## config.mk

```make
export PLATFORM = sky130hd
export DESIGN_NAME = uart_tx
export DESIGN_NICKNAME = d
export VERILOG_FILES = /design/src/rtl/uart_tx.sv
export SDC_FILE = /design/constraint.sdc
export NUM_CORES = 1
export LEC_CHECK = 0
export ABC_CLOCK_PERIOD_IN_PS = 3500
export BUFFER_PORTS_ARGS = -buffer_cell sky130_fd_sc_hd__buf_2
export CORE_ASPECT_RATIO = 1.2
export CORE_MARGIN = 5
export CORE_UTILIZATION = 35
export CTS_CLUSTER_SIZE = 28
export DETAILED_ROUTE_END_ITERATION = 10
export GPL_ROUTABILITY_DRIVEN = 0
export PLACE_DENSITY = 0.5
export SLEW_MARGIN = 20
export SYNTH_ARGS = -nofsm -noshare
export SYNTH_HDL_FRONTEND = slang
export SYNTH_SLANG_ARGS = --single-unit
```

## constraint.sdc

```tcl
create_clock -name SampleClk -period 3.5 [get_ports SampleClk]
set_input_delay 0.525 -clock SampleClk [delete_from_list [all_inputs] [get_ports SampleClk]]
set_output_delay 0.525 -clock SampleClk [all_outputs]
set_load 0.02 [all_outputs]
```

## src/rtl/uart_tx.sv

```systemverilog
// uart_tx: UART transmitter, one byte per valid/ready handshake, start + 8 data bits MSB-first + [even parity] + stop bit(s).
// Ports: SampleClk oversample clock; Reset sync active-high; TxValid/TxData/TxReady byte handshake;
//        SerialOut serial line (idles high); TxBusy frame in flight; TxDone one-cycle end-of-frame pulse.
// Params: OVERSAMPLE clocks per bit (2..256); STOP_BITS 1 or 2.
// Macro UART_TX_PARITY_EN: when defined, an even parity bit follows the data bits.
module uart_tx #(
   parameter int OVERSAMPLE = 16,
   parameter int STOP_BITS  = 1
) (
   input  logic       SampleClk,
   input  logic       Reset,
   input  logic       TxValid,
   input  logic [7:0] TxData,
   output logic       TxReady,
   output logic       SerialOut,
   output logic       TxBusy,
   output logic       TxDone
);
   localparam int CW = $clog2(OVERSAMPLE);
   localparam logic [CW-1:0] LAST = CW'(OVERSAMPLE - 1);
   typedef enum logic [2:0] {IDLE, START, DATA, PARITY, STOP} state_t;
   state_t        state;
   logic [CW-1:0] sample_cnt;
   logic [2:0]    bit_cnt;
   logic [7:0]    shreg;
`ifdef UART_TX_PARITY_EN
   logic          par;
`endif
   always_ff @(posedge SampleClk) begin
      if (Reset) begin
         state      <= IDLE;
         sample_cnt <= '0;
         bit_cnt    <= '0;
         shreg      <= '0;
         TxReady    <= 1'b1;
         SerialOut  <= 1'b1;
         TxBusy     <= 1'b0;
         TxDone     <= 1'b0;
`ifdef UART_TX_PARITY_EN
         par        <= 1'b0;
`endif
      end else begin
         TxDone <= 1'b0;
         if (state == IDLE) begin
            if (TxValid && TxReady) begin
               state      <= START;
               shreg      <= TxData;
               sample_cnt <= '0;
               bit_cnt    <= '0;
               TxReady    <= 1'b0;
               TxBusy     <= 1'b1;
               SerialOut  <= 1'b0;
`ifdef UART_TX_PARITY_EN
               par        <= ^TxData;
`endif
            end
         end else if (sample_cnt != LAST) begin
            sample_cnt <= sample_cnt + 1'b1;
         end else begin
            // bit period ends: register the next bit's value onto the line
            sample_cnt <= '0;
            case (state)
               START: begin
                  state     <= DATA;
                  bit_cnt   <= '0;
                  SerialOut <= shreg[7];
                  shreg     <= {shreg[6:0], 1'b0};
               end
               DATA: begin
                  if (bit_cnt == 3'd7) begin
                     bit_cnt   <= '0;
`ifdef UART_TX_PARITY_EN
                     state     <= PARITY;
                     SerialOut <= par;
`else
                     state     <= STOP;
                     SerialOut <= 1'b1;
`endif
                  end else begin
                     bit_cnt   <= bit_cnt + 1'b1;
                     SerialOut <= shreg[7];
                     shreg     <= {shreg[6:0], 1'b0};
                  end
               end
               PARITY: begin
                  state     <= STOP;
                  bit_cnt   <= '0;
                  SerialOut <= 1'b1;
               end
               STOP: begin
                  // bit_cnt counts stop-bit periods
                  if (bit_cnt == 3'(STOP_BITS - 1)) begin
                     state   <= IDLE;
                     bit_cnt <= '0;
                     TxReady <= 1'b1;
                     TxBusy  <= 1'b0;
                     TxDone  <= 1'b1;
                  end else begin
                     bit_cnt <= bit_cnt + 1'b1;
                  end
               end
               default: begin
                  state     <= IDLE;
                  TxReady   <= 1'b1;
                  TxBusy    <= 1'b0;
                  SerialOut <= 1'b1;
               end
            endcase
         end
      end
   end
endmodule

```

======== Yosys cells after proc, flatten, opt, wreduce, memory -nomap -nowiden ========
Cells that the tools add are included.
operators by class
  add/subtract/negate cells ............... 2
  equality and inequality tests ........... 13
  mux-type cells .......................... 35
  bitwise logic cells ..................... 1
  reductions and logical operators ........ 13
operators with widths
  operator                                               count
  two-way mux 8 bit                                      4
  two-way mux 3 bit                                      10
  one-hot mux 8 bit (2 select lines)                     1
  two-way mux 1 bit                                      12
  two-way mux 4 bit                                      3
  one-hot mux 3 bit (4 select lines)                     1
  AND reduction 4 bit                                    3
  inequality test 3 bit, second input constant           3
  one-hot mux 3 bit (3 select lines)                     1
  == test 3 x 2 -> 1 bit, second input constant          2
  == test 3 bit, second input constant                   2
  zero test 3 bit                                        2
  AND reduction 3 bit                                    2
  adder 4 x 1 -> 4 bit, second input constant            1
  inequality test 2 x 1 -> 1 bit, second input constant  2
  inequality test 2 bit, second input constant           2
  inequality test 4 bit, second input constant           1
  one-hot mux 1 bit (2 select lines)                     2
  nonzero test 4 bit                                     1
  OR reduction 4 bit                                     1
  adder 3 x 1 -> 3 bit, second input constant            1
  == test 3 x 1 -> 1 bit, second input constant          1
  one-hot mux 1 bit (3 select lines)                     1
  nonzero test 3 bit                                     1
  other kinds (4)                                        4
storage, ports and cells
  register bits ........................... 22
  input bits .............................. 11
  output and inout port bits .............. 4
  word-level logic and storage cells ...... 72

======== Logic depth before layout (Yosys ltp) ========
  depth in word-level cells ............... 5
  depth in mapped cells ................... 7
  gate-level depth less buffers ........... 6

======== Least setup slack after synthesis ========
No wires, ideal clock.
  kind .................................... register to register
  start point ............................. reg sample_cnt[0]
  end point ............................... reg bit_cnt[1]
  setup time .............................. 0.121 ns
  arrival time ............................ 1.568 ns
  data required time ...................... 3.379 ns
  slack ................................... 1.811 ns
  stages on the path, launching flop included .. 6
  path buffers ............................ 0
  clock period less this slack ............ 1.689 ns
  cell sequence ........................... dfxtp_1 -> ha_1 -> nand3_1 -> nor2_1 -> o31ai_2 -> mux2_2
between the ends
  longest elaborated chain between the ends .. 3
ends and longest elaborated chain
  item                             RTL line  RTL
  from (decl)                      23        logic [CW-1:0] sample_cnt;
  from (signal assigned)           58        sample_cnt <= sample_cnt + 1'b1;
  inequality test 4 bit            57        end else if (sample_cnt != LAST) begin
  inequality test 2 bit (no line)  -
  AND reduction 3 bit (no line)    -
  to (signal assigned)             80        bit_cnt <= bit_cnt + 1'b1;
  to (signal assigned)             99        bit_cnt <= bit_cnt + 1'b1;
  to (decl)                        24        logic [2:0] bit_cnt;
Every way passes these cells.
A chain may end at the register's enable or synchronous reset.

======== Final worst setup path ========
Ends and elaborated chain as after synthesis.

==> impl_summary.txt <==
----------------------------------------------------
[Critical path]
  Required time at the endpoint of the critical path ... 3660 ps
  Worst Setup Start Kind ... flip-flop
  Worst-case reg-to-reg path depth ... 5
  Maximum net fanout on the critical path ... 9
  Reg-to-reg slack, setup ... 1610 ps
  Startpoint of the most critical register-to-register path ... sample_cnt[0]$_SDFFE_PP0P_
  CP Capture Type ... flip-flop
  Arr. time, crit path ... 2060 ps
  RR Endpoint ... bit_cnt[1]$_SDFFE_PP0P_
  Classification of the worst setup path ... flip-flop to flip-flop

[Yosys]
  Top FF cell, synth ... dfxtp_1
  Total standard cell area after synthesis ... 1280 µm²
  Most frequent cell after synthesis ... nand2_1
  Largest cells by area after synthesis ... dfxtp_1 34%, nand2_1 7.3%, a21oi_1 7.0%
  Post-synth EDFFs ... 0
  Post-synthesis register bit count ... 22
  Synthesized instance count ... 152
  Cell variety after synth ... 41
  Number of warning messages in the yosys log ... 0
  Synth cell count leaders ... 25 x nand2_1, 22 x dfxtp_1, 18 x a21oi_1
  Share of async-settable or async-resettable flops after synthesis ... 0%
  Share of the yosys chip area belonging to registers ... 34.3%
  Synth Area per Inst ... 8.45 µm²
  Share of the synthesized area in the top cell type ... 34.3%
  Leading area contributor after synthesis ... dfxtp_1
  Synthesized net count ... 167

[Worst hold path]
  Hold-critical path depth ... 2
  Hold Startpoint ... shreg[4]$_SDFFE_PP0P_
  Hold Path Sink ... shreg[4]$_SDFFE_PP0P_
  Hold Path Class ... flip-flop to flip-flop

[Clock tree]
  Count of instances resized after the clock tree is built ... 0
  Sink Count ... 22
  Clock tree from TritonCTS ... yes
  Buffer cell driving the clock tree root ... clkbuf_8
  Hold-fix buffers, CTS ... 0
  CTS H-tree lvls ... 1
  Number of buffers created by CTS ... 3
  Clock latency on the worst-skew pair ... 260 ps
  Maximum root-to-sink buffer count ... 2
  Clock transition at the registers of the reported paths ... 80 ps
  Total setup buffers inserted after CTS ... 0

[Route]
  Post-detailed-routing wire length ... 2790 µm
  Antenna Nets Post-Route ... 0
  Detailed-route via count ... 1097
  Count of unresolved DRC violations after routing ... 0
  Number of DRC violations after detailed-routing iteration 0 ... 54
  Routed wire length per instance ... 13.9 µm
  Number of search-and-repair iterations in the first detailed-routing pass ... 5
  Ratio of routed vias to standard cells ... 5.49

[Floorplan]
  Width of the die ... 65.3 µm
  I/O pin count ... 15
  Total number of placement rows ... 24
  Initial cell density of the core ... 35.7%
  Full die area ... 4990 µm²
  Floorplan core area ... 3600 µm²
  Die Ht ... 76.4 µm

[Placed design]
  Count of input and output buffers ... 14
  Final HPWL from detailed placement ... 1990 µm
  Worst-case setup slack after placement ... 1610 ps

[Cells and area]
  Area overhead of the layout relative to synthesis ... 9.15%
  Final #Nets ... 177
  Fraction of final layout cells sized beyond drive strength 1 ... 21.7%
  Final design utilization ... 38.9%
  Antenna diodes ... 0

[GRT]
  Number of antenna violations at the first check in global routing ... 0
  Fraction of met3 tracks used by global routing ... 2.21%
  Global Route met2 Usage ... 19.0%
  Vias in the first global route ... 1012
  Global routing met1 resource utilization ... 15.0%
  Global routing usage summed across all routing layers ... 11.7%
  Most utilized layer in the global route result ... met2
  Pin count of the biggest net entering global routing ... 23
  First-pass GRT wire length ... 4700 µm
  Residual overflow from global routing ... 0

[Timing]
  Worst path setup slack after routing ... 1610 ps
  Final critical-path share of the clock period ... 54.1%
  Total of endpoints with negative setup slack in the final report ... 0
  Maximum achievable frequency ... 528 MHz
  Max Clock Skew ... 5.85 ps
  Least-Margin Pin Slew ... 597 ps
  RSZ-0062 raised after global routing ... no
  Pins over their slew limit ... 0
  Worst slack on hold paths ... 476 ps
  Number of hold violations in the final report ... 0
  Aggregate negative setup slack ... 0 ps
  Clock period minus worst slack ... 1890 ps
  Slew margin rel. ... 60.2%

[Pwr]
  Power Dens Cells ... 448 nW/µm²
  Max rail drop VDD ... 148 µV
  Total Power ... 0.628 mW
  Leakage power ... 0.551 nW

[Outcome]
  Run status ... completed

[Job]
  Reported max-cap violation count ... 0

----------------------------------------------------
-- where the power goes --
part / switching, mW / internal [mW]
combinational: 0.0682 / 0.0438
sequential: 0.0153 / 0.264
clock: 0.0841 / 0.153
-- cell families after synthesis --
kind of cell | synth area share, %
and+or+nand+nor | 27.2
AOI/OAI and AO/OA | 25.4
DFF | 34.3
buffers and inverters | 6.81
adders and majority gates | 3.89
muxes | 2.43
-- sequential cells by signal, summed over array words and instances (netlist names) --
signal,cells
shreg,8
TxReady,1
sample_cnt,4
TxDone,1
TxBusy,1
bit_cnt,3
state,3
SerialOut,1
-- final cells by class --
cell class / count / area [µm²]
clock buffers: 3 / 41.3
clock inverters: 1 / 30.0
fillers: 386 / 2200
inverters: 4 / 15.0
multi-input cells: 117 / 757
flip-flops and latches: 22 / 440
well taps: 39 / 48.8
repair buffers: 14 / 70.1
-- critical path, cell delays in order (launching register included) --
cell and delay, ps:
dfxtp_1 340, ha_1 240, nand3_1 270, nor2_1 140, o31ai_2 420, mux2_2 380
-- per-layer routing --
metal	vias up	wire (µm)	share of wire, %
li1	563	-	-
met1	504	1280	46
met2	23	1370	49
met3	7	90	3.2
met4	0	46	1.6
met5	-	0	0
-- per-stage QoR --
stage,cells,instance area (µm²)
floorplan,152,1280
global placement,196,1330
detailed placement,196,1330
CTS,200,1400
global route,200,1400
finish,200,1400
-- worst max path at each step --
| stage | endpoint | startpoint | slack (ps) |
|---|---|---|---|
| 2_1_floorplan | bit_cnt[1]$_SDFFE_PP0P_ | sample_cnt[0]$_SDFFE_PP0P_ | 1810 |
| 3_3_place_gp | shreg[0]$_SDFFE_PP0P_ | state[0]$_SDFFE_PP0P_ | 1690 |
| 3_5_place_dp | bit_cnt[1]$_SDFFE_PP0P_ | sample_cnt[0]$_SDFFE_PP0P_ | 1610 |
| 4_1_cts | bit_cnt[1]$_SDFFE_PP0P_ | sample_cnt[0]$_SDFFE_PP0P_ | 1610 |
| 5_1_grt | shreg[7]$_SDFFE_PP0P_ | state[0]$_SDFFE_PP0P_ | 1510 |
| 6_report | bit_cnt[1]$_SDFFE_PP0P_ | sample_cnt[0]$_SDFFE_PP0P_ | 1610 |
-- cell usage in the layout (no fill, tap or decap), types with 4 or more instances in the layout --
cell / synthesis / layout
a211o_2: 5 / 5
a21oi_1: 18 / 18
buf_2: 1 / 14
dfxtp_1: 22 / 22
ha_1: 4 / 4
inv_1: 4 / 4
nand2_1: 25 / 25
nand3_1: 5 / 5
nor2_1: 7 / 7
o21ai_0: 13 / 13
Power figures use the tool's default switching activity.
